$ cat config.mk
export PLATFORM = sky130hd
export DESIGN_NAME = reg_file_banked_flat
export DESIGN_NICKNAME = d
export VERILOG_FILES = /design/src/rtl/reg_file_banked_if.sv /design/src/rtl/reg_file_banked.sv /design/src/flat_wrapper.sv
export SDC_FILE = /design/constraint.sdc
export NUM_CORES = 1
export LEC_CHECK = 0
export BUFFER_PORTS_ARGS = -buffer_cell sky130_fd_sc_hd__buf_2
export CAP_MARGIN = 25
export CORE_MARGIN = 10
export CORE_UTILIZATION = 35
export DETAILED_ROUTE_END_ITERATION = 16
export MAX_ROUTING_LAYER = met4
export SETUP_SLACK_MARGIN = 0.2
export SKIP_CTS_REPAIR_TIMING = 1
export SYNTH_ARGS = -nofsm -noshare
export SYNTH_HDL_FRONTEND = slang
export SYNTH_SLANG_ARGS = --single-unit
export TNS_END_PERCENT = 10
$ cat constraint.sdc
create_clock -name Clk -period 2.27 [get_ports Clk]
set_input_delay 0.3405 -clock Clk [delete_from_list [all_inputs] [get_ports Clk]]
set_output_delay 0.3405 -clock Clk [all_outputs]
set_load 0.005 [all_outputs]
$ cat src/rtl/reg_file_banked_if.sv
// Register-file port bundle: write/immediate/read ports, bank save/restore controls
// and the debug dump stream.
interface reg_file_banked_if #(
    parameter int W = 8,
    parameter int A = 2
);
    logic           WriteEn;
    logic           ImmEn;
    logic           ImmHi;
    logic [W/2-1:0] ImmVal;
    logic [A-1:0]   Waddr;
    logic [W-1:0]   DataIn;
    logic [A-1:0]   RaddrA;
    logic [A-1:0]   RaddrB;
    logic [A-1:0]   RaddrC;
    logic           Shift;
    logic [W-1:0]   DataOutA;
    logic [W-1:0]   DataOutB;
    logic [W-1:0]   DataOutC;
    logic           SaveReq;
    logic           RestoreReq;
    logic           DumpStart;
    logic           DumpReady;
    logic           DumpValid;
    logic [A-1:0]   DumpAddr;
    logic [W-1:0]   DumpData;
    logic           DumpBusy;
    logic           DumpDone;

    modport master (
        output WriteEn, ImmEn, ImmHi, ImmVal, Waddr, DataIn,
        output RaddrA, RaddrB, RaddrC, Shift,
        output SaveReq, RestoreReq, DumpStart, DumpReady,
        input  DataOutA, DataOutB, DataOutC,
        input  DumpValid, DumpAddr, DumpData, DumpBusy, DumpDone
    );

    modport slave (
        input  WriteEn, ImmEn, ImmHi, ImmVal, Waddr, DataIn,
        input  RaddrA, RaddrB, RaddrC, Shift,
        input  SaveReq, RestoreReq, DumpStart, DumpReady,
        output DataOutA, DataOutB, DataOutC,
        output DumpValid, DumpAddr, DumpData, DumpBusy, DumpDone
    );
endinterface

$ cat src/rtl/reg_file_banked.sv
// Banked register file: 2**A x W primary bank, single-cycle shadow bank, half-word insert, debug dump.
// Latency: reads combinational (same-cycle forwarding when BYPASS=1); writes commit on the Clk edge.
// Backpressure: a dump beat holds address and snapshot data while DumpReady is low.
module reg_file_banked #(
    parameter int W      = 8,
    parameter int A      = 2,
    parameter int BYPASS = 1
) (
    input  logic             Clk,
    input  logic             Reset,
    reg_file_banked_if.slave bus
);
    localparam int           N    = 1 << A;
    localparam logic [A-1:0] LAST = A'(N - 1);

    typedef enum logic {
        IDLE,
        SEND
    } state_t;

    logic [W-1:0] prim [N];
    logic [W-1:0] shad [N];

    logic         wr_acc;
    logic [W-1:0] wr_old;
    logic [W-1:0] wr_val;

    // Restore owns the whole primary bank for the cycle, so it drops any write.
    assign wr_acc = (bus.ImmEn || bus.WriteEn) && !bus.RestoreReq;
    assign wr_old = prim[bus.Waddr];

    always_comb begin
        wr_val = bus.DataIn;
        if (bus.ImmEn) begin
            wr_val = wr_old;
            if (bus.ImmHi) begin
                wr_val[W-1:W/2] = bus.ImmVal;
            end else begin
                wr_val[W/2-1:0] = bus.ImmVal;
            end
        end
    end

    always_ff @(posedge Clk) begin
        if (Reset) begin
            for (int i = 0; i < N; i++) begin
                prim[i] <= '0;
                shad[i] <= '0;
            end
        end else begin
            // Both sides sample pre-edge contents, so Save+Restore is a clean swap.
            for (int i = 0; i < N; i++) begin
                if (bus.SaveReq) begin
                    shad[i] <= prim[i];
                end
                if (bus.RestoreReq) begin
                    prim[i] <= shad[i];
                end
            end
            if (wr_acc) begin
                prim[bus.Waddr] <= wr_val;
            end
        end
    end

    logic [A-1:0]   sel_a;
    logic [2*A-1:0] addr_pair;
    logic [W-1:0]   shift_imm;
    logic           byp_a;
    logic           byp_b;
    logic           byp_c;

    assign sel_a     = bus.Shift ? bus.RaddrC : bus.RaddrA;
    assign addr_pair = {bus.RaddrA, bus.RaddrB};

    if (2 * A >= W) begin : g_pair_trunc
        assign shift_imm = addr_pair[W-1:0];
    end else begin : g_pair_ext
        assign shift_imm = {{(W - 2 * A){1'b0}}, addr_pair};
    end

    assign byp_a = (BYPASS != 0) && wr_acc && (sel_a == bus.Waddr);
    assign byp_b = (BYPASS != 0) && wr_acc && !bus.Shift && (bus.RaddrB == bus.Waddr);
    assign byp_c = (BYPASS != 0) && wr_acc && (bus.RaddrC == bus.Waddr);

    assign bus.DataOutA = byp_a ? wr_val : prim[sel_a];
    assign bus.DataOutB = bus.Shift ? shift_imm : (byp_b ? wr_val : prim[bus.RaddrB]);
    assign bus.DataOutC = byp_c ? wr_val : prim[bus.RaddrC];

    state_t       state;
    logic         dump_vld;
    logic         dump_busy;
    logic         dump_done;
    logic [A-1:0] dump_addr;
    logic [A-1:0] dump_addr_nxt;
    logic [W-1:0] dump_dat;

    assign dump_addr_nxt = dump_addr + 1'b1;

    always_ff @(posedge Clk) begin
        if (Reset) begin
            state     <= IDLE;
            dump_vld  <= 1'b0;
            dump_busy <= 1'b0;
            dump_done <= 1'b0;
            dump_addr <= '0;
            dump_dat  <= '0;
        end else begin
            dump_done <= 1'b0;
            case (state)
                IDLE: begin
                    if (bus.DumpStart) begin
                        state     <= SEND;
                        dump_vld  <= 1'b1;
                        dump_busy <= 1'b1;
                        dump_addr <= '0;
                        dump_dat  <= prim[0];
                    end
                end
                SEND: begin
                    if (dump_vld && bus.DumpReady) begin
                        if (dump_addr == LAST) begin
                            state     <= IDLE;
                            dump_vld  <= 1'b0;
                            dump_busy <= 1'b0;
                            dump_done <= 1'b1;
                        end else begin
                            dump_addr <= dump_addr_nxt;
                            dump_dat  <= prim[dump_addr_nxt];
                        end
                    end
                end
                default: begin
                    state <= IDLE;
                end
            endcase
        end
    end

    assign bus.DumpValid = dump_vld;
    assign bus.DumpBusy  = dump_busy;
    assign bus.DumpDone  = dump_done;
    assign bus.DumpAddr  = dump_addr;
    assign bus.DumpData  = dump_dat;
endmodule

$ cat src/flat_wrapper.sv
// flat-port wrapper written by rule: the top's interface ports become plain ports
module reg_file_banked_flat 
#(
    parameter int W      = 8,
    parameter int A      = 2,
    parameter int BYPASS = 1
)
  (Clk, Reset, bus_WriteEn, bus_ImmEn, bus_ImmHi, bus_ImmVal, bus_Waddr, bus_DataIn, bus_RaddrA, bus_RaddrB, bus_RaddrC, bus_Shift, bus_SaveReq, bus_RestoreReq, bus_DumpStart, bus_DumpReady, bus_DataOutA, bus_DataOutB, bus_DataOutC, bus_DumpValid, bus_DumpAddr, bus_DumpData, bus_DumpBusy, bus_DumpDone);
  reg_file_banked_if #(.W(W), .A(A)) bus_i ();
  input  logic Clk;
  input  logic Reset;
  input wire logic [$bits(bus_i.WriteEn)-1:0] bus_WriteEn;
  input wire logic [$bits(bus_i.ImmEn)-1:0] bus_ImmEn;
  input wire logic [$bits(bus_i.ImmHi)-1:0] bus_ImmHi;
  input wire logic [$bits(bus_i.ImmVal)-1:0] bus_ImmVal;
  input wire logic [$bits(bus_i.Waddr)-1:0] bus_Waddr;
  input wire logic [$bits(bus_i.DataIn)-1:0] bus_DataIn;
  input wire logic [$bits(bus_i.RaddrA)-1:0] bus_RaddrA;
  input wire logic [$bits(bus_i.RaddrB)-1:0] bus_RaddrB;
  input wire logic [$bits(bus_i.RaddrC)-1:0] bus_RaddrC;
  input wire logic [$bits(bus_i.Shift)-1:0] bus_Shift;
  input wire logic [$bits(bus_i.SaveReq)-1:0] bus_SaveReq;
  input wire logic [$bits(bus_i.RestoreReq)-1:0] bus_RestoreReq;
  input wire logic [$bits(bus_i.DumpStart)-1:0] bus_DumpStart;
  input wire logic [$bits(bus_i.DumpReady)-1:0] bus_DumpReady;
  output wire logic [$bits(bus_i.DataOutA)-1:0] bus_DataOutA;
  output wire logic [$bits(bus_i.DataOutB)-1:0] bus_DataOutB;
  output wire logic [$bits(bus_i.DataOutC)-1:0] bus_DataOutC;
  output wire logic [$bits(bus_i.DumpValid)-1:0] bus_DumpValid;
  output wire logic [$bits(bus_i.DumpAddr)-1:0] bus_DumpAddr;
  output wire logic [$bits(bus_i.DumpData)-1:0] bus_DumpData;
  output wire logic [$bits(bus_i.DumpBusy)-1:0] bus_DumpBusy;
  output wire logic [$bits(bus_i.DumpDone)-1:0] bus_DumpDone;
  assign bus_i.WriteEn = bus_WriteEn;
  assign bus_i.ImmEn = bus_ImmEn;
  assign bus_i.ImmHi = bus_ImmHi;
  assign bus_i.ImmVal = bus_ImmVal;
  assign bus_i.Waddr = bus_Waddr;
  assign bus_i.DataIn = bus_DataIn;
  assign bus_i.RaddrA = bus_RaddrA;
  assign bus_i.RaddrB = bus_RaddrB;
  assign bus_i.RaddrC = bus_RaddrC;
  assign bus_i.Shift = bus_Shift;
  assign bus_i.SaveReq = bus_SaveReq;
  assign bus_i.RestoreReq = bus_RestoreReq;
  assign bus_i.DumpStart = bus_DumpStart;
  assign bus_i.DumpReady = bus_DumpReady;
  assign bus_DataOutA = bus_i.DataOutA;
  assign bus_DataOutB = bus_i.DataOutB;
  assign bus_DataOutC = bus_i.DataOutC;
  assign bus_DumpValid = bus_i.DumpValid;
  assign bus_DumpAddr = bus_i.DumpAddr;
  assign bus_DumpData = bus_i.DumpData;
  assign bus_DumpBusy = bus_i.DumpBusy;
  assign bus_DumpDone = bus_i.DumpDone;
  reg_file_banked #(.W(W), .A(A), .BYPASS(BYPASS)) u_core (.Clk(Clk), .Reset(Reset), .bus(bus_i));
endmodule
Word level (Yosys, flattened, before mapping). Memory sizes are Yosys's and may differ from the RTL's. Cells that the tools add are included.

Equality and inequality tests: 8. $mul: 0. Multiplexer cells: 47. Bitwise operators: 10. Divide/modulo/power cells: 0. Shift operators: 0. Add/subtract/negate cells: 1. Magnitude comparators: 0. Reductions and logical operators: 13.

Operators by type and width (number): 8-bit two-way mux (17); 1-bit two-way mux (19); 8-bit case mux with 2 select lines (1); 2-bit two-way mux (5); 4-bit two-way mux (2); 2-bit != test, second input constant (4); 1-bit bitwise OR (8); 8-bit OR reduction (1); 2-bit equality test (3); 1-bit logical AND (6); 3-bit AND reduction (2); 1-bit case mux with 2 select lines (2); 2-bit case mux with 2 select lines (1); 3-bit OR reduction (1); 2-bit by 1-bit adder with 2-bit output, second input constant (1); 2-bit equality test, second input constant (1); 1-bit logical NOT (2); 1-bit NOT (2); 1-bit logical OR (1).

Memories kept: 2. Register bits after elaboration: 13. Bits in writable memories: 64. Bits in latches: 0. Logic and storage cells: 86. Input port bits: 30. ROM bits: 0. Output and inout bits: 37.

Memories: u_core.prim (depth 4, bits a word 8, rd ports 9, clocked after memory_dff 0, write ports 4, line reg_file_banked.sv:21) `logic [W-1:0] prim [N];`; u_core.shad (depth 4, bits a word 8, rd ports 4, clocked after memory_dff 0, write ports 4, line reg_file_banked.sv:22) `logic [W-1:0] shad [N];`.

Logic depth before layout (Yosys ltp).
Depth after elaboration: 7. Gate-level depth with buffers: 7. Depth with buffers taken out: 5.

Least setup slack after synthesis. No wires, ideal clock.

Kind: input -> output. Start: input bus_Shift. End: output bus_DataOutA[0]. Buffers on the path: 1. Required time: 1929 ps. Data arrival time: 1598 ps. Stages on the path: 5. Setup slack: 331 ps. Path through: buf_6 mux2i_4 xnor2_1 nor3_4 mux2i_1.

Longest elaborated chain between the ends: 4. Elaborated cells between the ends (all ways): 5. Classes of those cells: eq/ne: 1; mux: 2; reduce/logical: 1; memory: 1.

RTL lines: start, declared (line flat_wrapper.sv:21) `input wire logic [$bits(bus_i.Shift)-1:0] bus_Shift;`; 2-bit two-way mux * (line reg_file_banked.sv:73) `assign sel_a = bus.Shift ? bus.RaddrC : bus.RaddrA;`; branches (longest 2 deep; another with memory 4 x 8 bit); 8-bit two-way mux * (line reg_file_banked.sv:86) `assign bus.DataOutA = byp_a ? wr_val : prim[sel_a];`; end, declared (line flat_wrapper.sv:26) `output wire logic [$bits(bus_i.DataOutA)-1:0] bus_DataOutA;`.

Mark *: on every way between the ends.

==> flow_metrics.env <==
export IMPL_synth_seq_cells=77
export IMPL_drtIter0Drc=542
export IMPL_cp_required_ns=1.93
export IMPL_die_w_um=137.0
export IMPL_netlist_instances=440
export IMPL_critical_path_top_delay_family="flip-flops"
export IMPL_die_height_um=137.0
export IMPL_wirelength_mm=16.13
export IMPL_post_route_drc_count=0
export IMPL_cts_sinks=77
export IMPL_critPathMaxFanout=5
export IMPL_post_synth_top_area_fraction_pct=40.09
export IMPL_htreeDepth=3
export IMPL_die_area_sq_um=18780
export IMPL_reg2reg_depth=4
export IMPL_final_cell_count_no_fill=736
export IMPL_dpl_cell_count=689
export IMPL_critPathBufInv=2
export IMPL_cp_cell_sequence="buf_6, mux4_2, a21oi_2, a21oi_1, buf_2"
export IMPL_grt_overflow_total=0
export IMPL_period_needed_ns=2.197
export IMPL_grt_max_degree=33
export IMPL_coreArea_sq_um=13350
export IMPL_hp_class="in2reg"
export IMPL_seq_area_frac_synth_pct=45.52
export IMPL_status="finished clean"
export IMPL_total_power_mw=4.111
export IMPL_timing_final_crit_share_pct=96.77
export IMPL_reg2reg_slack_ns=0.28
export IMPL_post_dp_hpwl_mm=11.22
export IMPL_dr_pass1_iters=5
export IMPL_initial_core_util_pct=35.91
export IMPL_drt_wirelength_per_cell_um=21.91
export IMPL_cts_tree="yes"
export IMPL_final_nets=586
export IMPL_critical_path_class="reg2out"
export IMPL_syn_num_nets=471
export IMPL_worstReg2RegStart="u_core.bus.DumpAddr[1]"
export IMPL_clock_latency_ns=0.34
export IMPL_grt_pass1_vias=3995
export IMPL_port_buffers=66
export IMPL_num_antenna_cells=0
export IMPL_final_cell_mix="buf_2, edfxtp_1, buf_4, nand2_1, o21ai_0"
export IMPL_reg2reg_to="u_core.bus.DumpData[4]"
export IMPL_antenna_found_initial=0
export IMPL_async_reset_ff_share_pct=0
export IMPL_synth_area_leader_cell="edfxtp_1"
export IMPL_rsz0062_at_grt="true"
export IMPL_arrival_ns=1.86
export IMPL_boundaryPins=67
export IMPL_netlist_area_sq_um=4793
export IMPL_rows=42
export IMPL_routabilityCongestion=0.8778
export IMPL_tns_ns=0
export IMPL_postSynthAreaPerCell_sq_um=10.89
export IMPL_synthTopCellsByArea="edfxtp_1, mux4_2, mux2i_1"
export IMPL_drv_cap=0
export IMPL_synthToLayoutAreaGrowth_pct=28.97
export IMPL_setup_violations_final=0
export IMPL_clock_fmax_ghz=0.4552
export IMPL_worst_slew_pin_slew_ns=0.8365
export IMPL_layout_drive_gt1_share_pct=34.46
export IMPL_numCtsBuffers=9
export IMPL_grt_pass1_wl_mm=23.20
export IMPL_post_synth_num_cell_types=43
export IMPL_cp_slowest_cell="edfxtp_1"
export IMPL_hold_end="u_core.state"
export IMPL_cts_root_buf="clkbuf_16"
export IMPL_hold_depth=3
export IMPL_power_density_nw_per_um2=665.0
export IMPL_endpoint_kind="primary output"
export IMPL_synth_edf_count=64
export IMPL_track_usage_pct=16.88
export IMPL_start_kind="flip-flop"
export IMPL_p_leak_nw=2.536
export IMPL_worstHoldStart="bus_DumpStart"
export IMPL_hold_viol_final=0
export IMPL_critPathMaxStageDelay_ns=0.54
export IMPL_vdd_ir_drop_worst_mv=0.4080
export IMPL_ant_nets=0
export IMPL_design_area_sq_um=6182
export IMPL_slew_headroom_pct=44.12
export IMPL_finalClockSkew_ns=0.007471
export IMPL_num_vias=4196
export IMPL_slew_violations=0
export IMPL_clk_pin_slew_ns=0.06
export IMPL_place_area_sq_um=5529
export IMPL_yosys_warnings=0
export IMPL_clock_path_buffers=2
export IMPL_utilization_pct=46.32
export IMPL_ys_flop_type="edfxtp_1"
export IMPL_via_per_inst=5.701
==> how the worst max path moves through the flow <==
stage | endpoint | slack (ns) | start | cells past startpoint
3_5_place_dp | bus_DataOutA[7] | 0.06 | bus_Shift | 8
2_1_floorplan | bus_DataOutA[0] | 0.33 | bus_Shift | 5
4_1_cts | bus_DataOutA[7] | 0.06 | bus_Shift | 8
5_1_grt | bus_DataOutA[2] | 0.01 | u_core.prim[3][2] | 6
3_3_place_gp | bus_DataOutA[7] | 0.09 | bus_Shift | 8
6_report | bus_DataOutB[1] | 0.07 | u_core.prim[1][1] | 5
==> tightest hold or removal path, stage by stage <==
cell and delay [ns]:
buf_2 0.08, o21ai_0 0.06, nor2_1 0.08
==> Yosys cell counts, types with 2 or more instances <==
library cell  instances
buf_4                 3
nor2b_1               8
and2_1               32
a221o_1               8
dfxtp_1              13
nor2_1                7
or3_1                 2
inv_1                28
mux2i_1              32
edfxtp_1             64
nand3b_1              8
o221ai_1              3
nand2b_1              5
xor2_1                4
o22ai_1              10
o2111ai_1             2
mux2_2               10
mux2i_4               2
o21ai_0              53
a21oi_1              17
o211ai_1              3
xnor2_1               2
clkbuf_1             22
mux4_1                8
nand2_1              55
or2_2                 5
buf_2                 4
mux4_2               15
==> through the flow <==
| stage | setup slack, ns | hold slack [ns] |
|---|---|---|
| after detailed placement | 0.06307 | 0.4465 |
| final | 0.07326 | 0.2694 |
| after global placement | 0.08983 | 0.4439 |
| after floorplan | 0.3311 | 0.4527 |
| after global routing | 0.01400 | 0.3182 |
| after CTS | 0.05758 | 0.2707 |
==> registers in the layout (all words and copies together) (netlist names) <==
register and count:
u_core.state 1, u_core.bus.DumpValid 1, u_core.bus.DumpData 8, u_core.shad 32, u_core.bus.DumpDone 1, u_core.bus.DumpAddr 2, u_core.prim 32
==> layout make-up <==
class	instances	area, sq um
clock buffers	9	225.2
clock inverters	7	97.59
fillers	1248	7166
inverters	28	105.1
multi-input cells	304	2416
flip-flops and latches	77	2182
well taps	176	220.2
repair buffers	135	935.9
==> routing by layer <==
metal | wire length, um | global-route usage (%) | part of all wire (%) | up-vias
li1 | - | - | - | 1867
met1 | 6313 | 20.13 | 39 | 2060
met2 | 7932 | 26.90 | 49 | 224
met3 | 1359 | 2.859 | 8.4 | 45
met4 | 520 | 8.841 | 3.2 | 0
met5 | 0 | - | 0 | -
==> report_power, final <==
group	switching [mW]	internal, mW	total, mW
clock network	0.597	0.969	1.57
registers	0.103	1.63	1.74
logic	0.410	0.399	0.809
total	1.11	3.00	4.11
==> kinds of logic (layout without fill, tap and decap cells) <==
| family | Yosys count | count (layout) | share of synthesized area (%) |
|---|---|---|---|
| flops | 77 | 77 | 45.52 |
| xor+xnor | 6 | 6 | 1.096 |
| compound gates | 101 | 101 | 12.45 |
| fa+ha+maj | 1 | 1 | 0.2610 |
| simple gates | 129 | 129 | 14.15 |
| buf+inv | 59 | 179 | 5.116 |
| mux | 67 | 67 | 21.40 |
(Power assumes the default switching activity.)
